### config.mk
export PLATFORM = sky130hd
export DESIGN_NAME = operand_select_stage
export DESIGN_NICKNAME = d
export VERILOG_FILES = /design/src/rtl/cpu_pipe_pkg.sv /design/src/rtl/operand_select_stage_mux_n.sv /design/src/rtl/operand_select_stage.sv
export SDC_FILE = /design/constraint.sdc
export NUM_CORES = 1
export LEC_CHECK = 0
export ABC_AREA = 1
export ABC_CLOCK_PERIOD_IN_PS = 4120
export CAP_MARGIN = 20
export CORE_UTILIZATION = 40
export CTS_CLUSTER_DIAMETER = 50
export DETAILED_ROUTE_END_ITERATION = 8
export PLACE_DENSITY_LB_ADDON = 0.12
export SLEW_MARGIN = 20
export SYNTH_ARGS = -nofsm -noshare
export SYNTH_HDL_FRONTEND = slang
export SYNTH_SLANG_ARGS = --single-unit
### constraint.sdc
create_clock -name clk -period 4.12 [get_ports clk]
set_input_delay 0.824 -clock clk [delete_from_list [all_inputs] [get_ports clk]]
set_output_delay 0.824 -clock clk [all_outputs]
set_load 0.005 [all_outputs]
### src/rtl/cpu_pipe_pkg.sv
// Shared pipeline definitions: default datapath width, forwarding source
// indices and a constant log2 helper used to size select fields.
package cpu_pipe_pkg;

  localparam int DEFAULT_WIDTH = 32;

  localparam int FWD_RF    = 0;
  localparam int FWD_EXMEM = 1;
  localparam int FWD_MEMWB = 2;

  // Smallest r with 2**r >= n; evaluated at elaboration time only.
  function automatic int clog2(input int n);
    int r;
    r = 0;
    while ((1 << r) < n) r++;
    return r;
  endfunction

endpackage

### src/rtl/operand_select_stage_mux_n.sv
// Combinational N-way selector. Encodings at or above NUM_SRC select
// nothing: data is zero and legal is low, so every sel value is defined.
module mux_n #(
  parameter int WIDTH   = 32,
  parameter int NUM_SRC = 3,
  parameter int SEL_W   = 2
) (
  input  logic [NUM_SRC*WIDTH-1:0] src_data,
  input  logic [SEL_W-1:0]         sel,
  output logic [WIDTH-1:0]         data,
  output logic                     legal
);

  always_comb begin
    data  = '0;
    legal = 1'b0;
    for (int i = 0; i < NUM_SRC; i++) begin
      if (sel == SEL_W'(i)) begin
        data  = src_data[i*WIDTH +: WIDTH];
        legal = 1'b1;
      end
    end
  end

endmodule

### src/rtl/operand_select_stage.sv
// Operand select feeding a pipeline register, with stall/flush, valid
// tracking, a sticky illegal-select flag and a saturating forwarding counter.
module operand_select_stage
  import cpu_pipe_pkg::*;
#(
  parameter int WIDTH   = DEFAULT_WIDTH,
  parameter int NUM_SRC = 3,
  parameter int SEL_W   = clog2(NUM_SRC),
  parameter int CNT_W   = 16
) (
  input  logic                     clk,
  input  logic                     rst_n,
  input  logic [NUM_SRC*WIDTH-1:0] src_data,
  input  logic [SEL_W-1:0]         sel,
  input  logic                     in_valid,
  input  logic                     stall,
  input  logic                     flush,
  input  logic                     err_clr,
  output logic [WIDTH-1:0]         out_data,
  output logic                     out_valid,
  output logic                     sel_err,
  output logic [CNT_W-1:0]         fwd_cnt
);

  if (NUM_SRC < 2 || (1 << SEL_W) < NUM_SRC) begin : g_param_check
    $fatal(1, "operand_select_stage: need NUM_SRC>=2 and 2**SEL_W>=NUM_SRC");
  end

  // Slot protocol: in_valid marks a live instruction; a slot is consumed on
  // any edge with stall=0 (flush turns it into a bubble). No ready signal.
  logic [WIDTH-1:0] mux_data;
  logic             mux_legal;
  logic             load;
  logic             err_set;
  logic             cnt_inc;

  mux_n #(
    .WIDTH  (WIDTH),
    .NUM_SRC(NUM_SRC),
    .SEL_W  (SEL_W)
  ) u_mux (
    .src_data(src_data),
    .sel     (sel),
    .data    (mux_data),
    .legal   (mux_legal)
  );

  always_comb begin
    load    = !flush && !stall;
    err_set = load && in_valid && !mux_legal;
    cnt_inc = load && in_valid && mux_legal && (sel != SEL_W'(FWD_RF))
              && (fwd_cnt != {CNT_W{1'b1}});
  end

  always_ff @(posedge clk or negedge rst_n) begin
    if (!rst_n) begin
      out_data  <= '0;
      out_valid <= 1'b0;
    end else if (flush) begin
      out_data  <= '0;
      out_valid <= 1'b0;
    end else if (!stall) begin
      out_valid <= in_valid;
      // An illegal select keeps the previous operand rather than loading zero.
      if (mux_legal) out_data <= mux_data;
    end
  end

  always_ff @(posedge clk or negedge rst_n) begin
    if (!rst_n)       sel_err <= 1'b0;
    else if (err_set) sel_err <= 1'b1;
    else if (err_clr) sel_err <= 1'b0;
  end

  always_ff @(posedge clk or negedge rst_n) begin
    if (!rst_n)       fwd_cnt <= '0;
    else if (cnt_inc) fwd_cnt <= fwd_cnt + CNT_W'(1);
  end

endmodule

* After elaboration in Yosys (flattened, before gate mapping)
Index checks and enable logic that the tools add are counted.
W data, S select, Z words.
** Word-level totals
- Logic and storage cells :: 36
- Bits of input ports :: 104
- Bits in registers :: 50
** Cells by class
- Reductions and logical operators :: 14
- Add/sub/neg operators :: 1
- Multiplexer cells :: 13
- Eq/ne operators :: 4
** Operators with widths (number)
- $mux W32 :: 6
- $add A16 B1 Y16 const B :: 1
- $ne A16 B16 Y1 const B :: 1
- $mux W1 :: 7
- $logic_and A1 B1 Y1 :: 6
- $reduce_bool A2 Y1 :: 3
- $logic_not A1 Y1 :: 3
- $eq A2 B1 Y1 const B :: 1
- $eq A2 B2 Y1 const B :: 1
- $logic_not A2 Y1 :: 1
- $ne A2 B1 Y1 const B :: 1
- $reduce_and A2 Y1 :: 1

* Longest topological paths before layout
- Word-level depth :: 7
- Gate-level depth with buffers :: 9
- Depth with buffers taken out :: 9

* Modules after synthesis
Synthesis repeated with hierarchy kept, for this count alone.
** Unflattened totals
- Cell total of the unflattened synthesis :: 439
- Area, all modules :: 3204.3 um^2
** By module, submodules not included
- operand_select_stage :: area each 2418.6 um^2, instances 1, sequential area each 1251.2 um^2, cells each 290
- mux_n :: area each 785.8 um^2, instances 1, sequential area each 0.0 um^2, cells each 149

* Worst setup path after synthesis
No wires, ideal clock.
- Kind :: input to register
- Start :: input port sel[0]
- End :: register fwd_cnt[7]
- Slack :: 2384 ps
- Buffers on the path :: 2
- Stages :: 9
- Data arrival time :: 1662 ps
- Data required time :: 4046 ps
- Path through :: buf_4 > nand2_4 > inv_2 > nor2_2 > nand2_2 > nor2_4 > buf_6 > nand2_1 > o21ai_2
** Between the ends
- Word-level cells in the longest chain between the ends :: 7
- Elaborated cells on any way between the ends :: 10
- Classes of those cells :: eq/ne: 2; mux: 3; reduce/logical: 5
** RTL lines
- from (decl) :: RTL line operand_select_stage.sv:14 : input logic [SEL_W-1:0] sel,
- $logic_not A2 Y1 :: RTL line operand_select_stage_mux_n.sv:18 : if (sel == SEL_W'(i)) begin
- $mux W1 (3 in a row) :: RTL line operand_select_stage_mux_n.sv:18
- $logic_and A1 B1 Y1 :: RTL line operand_select_stage.sv:51 : cnt_inc = load && in_valid && mux_legal && (sel != SEL_W'(FWD_RF))
- $logic_and A1 B1 Y1 (*) :: RTL line operand_select_stage.sv:51
- $logic_and A1 B1 Y1 (*) :: RTL line operand_select_stage.sv:52 : && (fwd_cnt != {CNT_W{1'b1}});
- to (signal assigned) :: RTL line operand_select_stage.sv:77 : else if (cnt_inc) fwd_cnt <= fwd_cnt + CNT_W'(1);
- to (decl) :: RTL line operand_select_stage.sv:22 : output logic [CNT_W-1:0] fwd_cnt
Mark *: on every way between the ends. The rest lies on a longest branch, timed or not.
A chain may end at the register's enable or synchronous reset.

* Worst setup path in the final report
- Start :: input port sel[1]
- End :: register out_data[24]
** Between the ends
- Word-level cells in the longest chain between the ends :: 7
- Elaborated cells on any way between the ends :: 14
- Classes of those cells :: eq/ne: 2; mux: 9; reduce/logical: 3
** RTL lines
- $logic_not A2 Y1 :: RTL line operand_select_stage_mux_n.sv:18
- $mux W32 (3 in a row) :: RTL line operand_select_stage_mux_n.sv:18
- $mux W32 :: RTL line operand_select_stage.sv:65 : if (mux_legal) out_data <= mux_data;
- $mux W32 :: RTL line operand_select_stage.sv:62 : end else if (!stall) begin
- $mux W32 :: RTL line operand_select_stage.sv:59 : end else if (flush) begin
- to (signal assigned) :: RTL line operand_select_stage.sv:65
- to (decl) :: RTL line operand_select_stage.sv:19 : output logic [WIDTH-1:0] out_data,
Several ways; a longest one is shown, not always the timed one. The select of a mux whose other input is x is not followed.

==> results.toml <==
[flow_run]
drv_cap = 0

[logic_synthesis]
synth_most_common_cell = "nand2_1"
ys_seq_area_share_pct = 42.09
synthArstFlopShare_pct = 100.0
syn_avg_cell_area_sq_um = 7.623
synth_area_leader_cell = "dfrtp_1"
synth_top_area_share_pct = 42.09
syn_nets = 495
synth_cell_types = 24
yosysWarnings = 0
netlist_instances = 390
synthTopCellsByArea = "dfrtp_1, nand3_1, nand2_1"
synth_common_cells = "nand2_1, nand3_1, dfrtp_1"
synthFlopType = "dfrtp_1"
syn_area_sq_um = 2973
synth_edf_count = 0
ys_ff_latch = 50

[drt]
wirelength_mm = 9.296
wl_per_cell_um = 14.78
viasPerCell = 5.218
drtIter0Drc = 136
ant_nets = 0
first_pass_iters = 5
num_vias = 3282
drc = 0

[critical_path]
worstPathRequired_ns = 4.33
cp_num_buf_inv = 2
crit_family = "simple AND/OR/NAND/NOR gates"
end_kind = "flop"
crit_type = "input pin to flop"
cp_cell_sequence = "clkdlybuf4s50_1, nand2_4, nand2_1, nor2_2, inv_1, o21ai_0"
worstReg2RegStart = "fwd_cnt[0]"
worstPathMaxFanout = 24
crit_slowest_cell = "nor2_2"
arrival_ns = 3.00
startpoint = "sel[1]"
critPathLaunchType = "input pin"
crit_path_max_incr_delay_ns = 0.72

[sta]
tightest_slew_ns = 1.031
max_freq_ghz = 0.3584
slew_headroom_pct = 31.21
rsz0062_at_grt = "no"
hold_viol = 0
setup_viol = 0
setup_tns_ns = 0
period_share_pct = 67.72
slew_violations = 0
layout_min_cycle_time_ns = 2.790
finClkSkew_ns = 0.004383

[final_layout]
antenna_cells = 0
nFillCells = 677
nets = 634
instances_no_fill = 629
syn_to_final_growth_pct = 55.56
final_area_sq_um = 4624
drive_gt1_share_pct = 6.415

[power]
p_sw_share_pct = 28.38
pwr-share-seq_pct = 44.7
power_frac_clock_pct = 25.6
p_int_w = 0.0009412
ir_worst_vdd_uv = 146.5
p_switching_w = 0.0003730
cellPowerDensity_nw_per_um2 = 284.2
leakage_nw = 2.039
pwr-share-comb_pct = 29.7

[grt]
grt_pass1_vias = 3054
gr-usage-all-layers_pct = 24.42
overflow = 0
antenna_found_initial = 0
grt_pass1_wl_mm = 14.64
grt_max_degree = 51

[floorplan]
start_util_pct = 41.21
io_pins = 154
die_h_um = 88.21
dieArea_sq_um = 7781
die_x_um = 88.21
num_rows = 31
coreArea_sq_um = 7214

[cts]
cts_buffers = 5
htreeDepth = 2
cts_tree = "built"
cts_sinks = 50
clk_latency_ns = 0.30
ctsHoldBuffers = 0
cts_buffer_depth = 2
path_clk_slew_ns = 0.09
post_cts_resized = 0
root_buffer = "clkbuf_8"
post_cts.repair.setup_buffers = 0

[place]
dpl-instance-area_sq_um = 4513
gp_congestion = 0.8076
port_buffers = 153
dpl.cell_count = 621
place_hpwl_mm = 6.851

[outcome]
status = "completed"

[min_path]
hp-class = "flop to flop"
min_from = "out_data[28]"
registers in the layout (all words and copies together) (netlist names):
signal / count
out_valid: 1
fwd_cnt: 16
out_data: 32
sel_err: 1
layout make-up:
| type | instances | area (sq um) | share of cell area (%) |
|---|---|---|---|
| multi-input combinational | 295 | 1510 | 32.66 |
| tap | 99 | 123.9 | 2.679 |
| clock inverter | 3 | 40.04 | 0.8658 |
| clock buffer | 5 | 68.82 | 1.488 |
| timing repair buffer | 156 | 1551 | 33.55 |
| sequential | 50 | 1251 | 27.06 |
| inverter | 21 | 78.83 | 1.705 |
through the flow:
stage	power [W]	hold slack [ns]	util [%]	setup slack [ns]
after detailed placement	0.0009891	0.4729	62.56	0.9977
after global routing	0.001396	0.5275	64.10	1.105
after CTS	0.001327	0.4948	64.07	1.313
final	0.001314	0.4914	64.10	1.330
after global placement	0.0009797	0.4699	62.56	1.121
after floorplan	0.0007529	0.4763	-	2.384
worst paths after layout:
path | depth (start not counted) | end | slack, ns
max in group asynchronous | 1 | out_data[13] | 3.16
worst min-delay path | 2 | out_data[28] | 0.49
min in group asynchronous | 1 | fwd_cnt[0] | 0.53
worst min register to register | 2 | out_data[28] | 0.49
worst max-delay path | 6 | out_data[24] | 1.33
worst max register to register | 9 | fwd_cnt[15] | 2.09
power groups by stage:
stage	combinational (W)	clock (W)	sequential, W
2_1_floorplan	0.000163	0	0.000590
3_3_place_gp	0.000385	0	0.000594
3_5_place_dp	0.000394	0	0.000596
4_1_cts	0.000395	0.000345	0.000587
5_1_grt	0.000432	0.000369	0.000596
6_report	0.000391	0.000336	0.000587
cell families after synthesis:
family / Yosys count / share of synthesized area (%)
DFF: 50 / 42.09
adders and majority gates: 1 / 0.4208
buffers and inverters: 45 / 7.112
and+or+nand+nor: 238 / 36.49
AOI/OAI and AO/OA: 50 / 12.12
xor gates and xnor gates: 6 / 1.768
cells in the final DEF, fill, tap and decap left out, types with 2 or more instances in the layout:
master / Yosys / routed
clkdlybuf4s50_1: 0 / 152
nand2_1: 107 / 107
nand3_1: 96 / 96
dfrtp_1: 50 / 50
a22o_1: 23 / 23
inv_1: 17 / 17
nor2_1: 16 / 16
o21ai_0: 11 / 11
a21oi_1: 9 / 9
o21ai_2: 6 / 6
nand2_2: 5 / 5
xor2_1: 5 / 5
clkbuf_8: 0 / 5
inv_2: 4 / 4
nand4_1: 4 / 4
buf_4: 2 / 4
nor2_4: 3 / 3
nor2_2: 3 / 3
nand3b_1: 3 / 3
clkinv_2: 0 / 2
per-layer routing:
metal | track usage, % | share of wire, % | vias up
li1 | - | - | 1595
met4 | 5.572 | 1.0 | 0
met3 | 6.716 | 7.0 | 12
met5 | 0 | 0 | -
met2 | 42.03 | 51 | 125
met1 | 30.59 | 41 | 1550
worst reg2reg max path, cell delays in order, from the launching register on:
cell,delay (ns)
dfrtp_1,0.47
ha_1,0.27
nand2_1,0.09
nor2_1,0.05
nand2_2,0.11
nor2_4,0.06
nor2_4,0.49
inv_2,0.23
nand2_1,0.11
nand2_1,0.05
No activity file was read; power rests on OpenSTA's default activity.
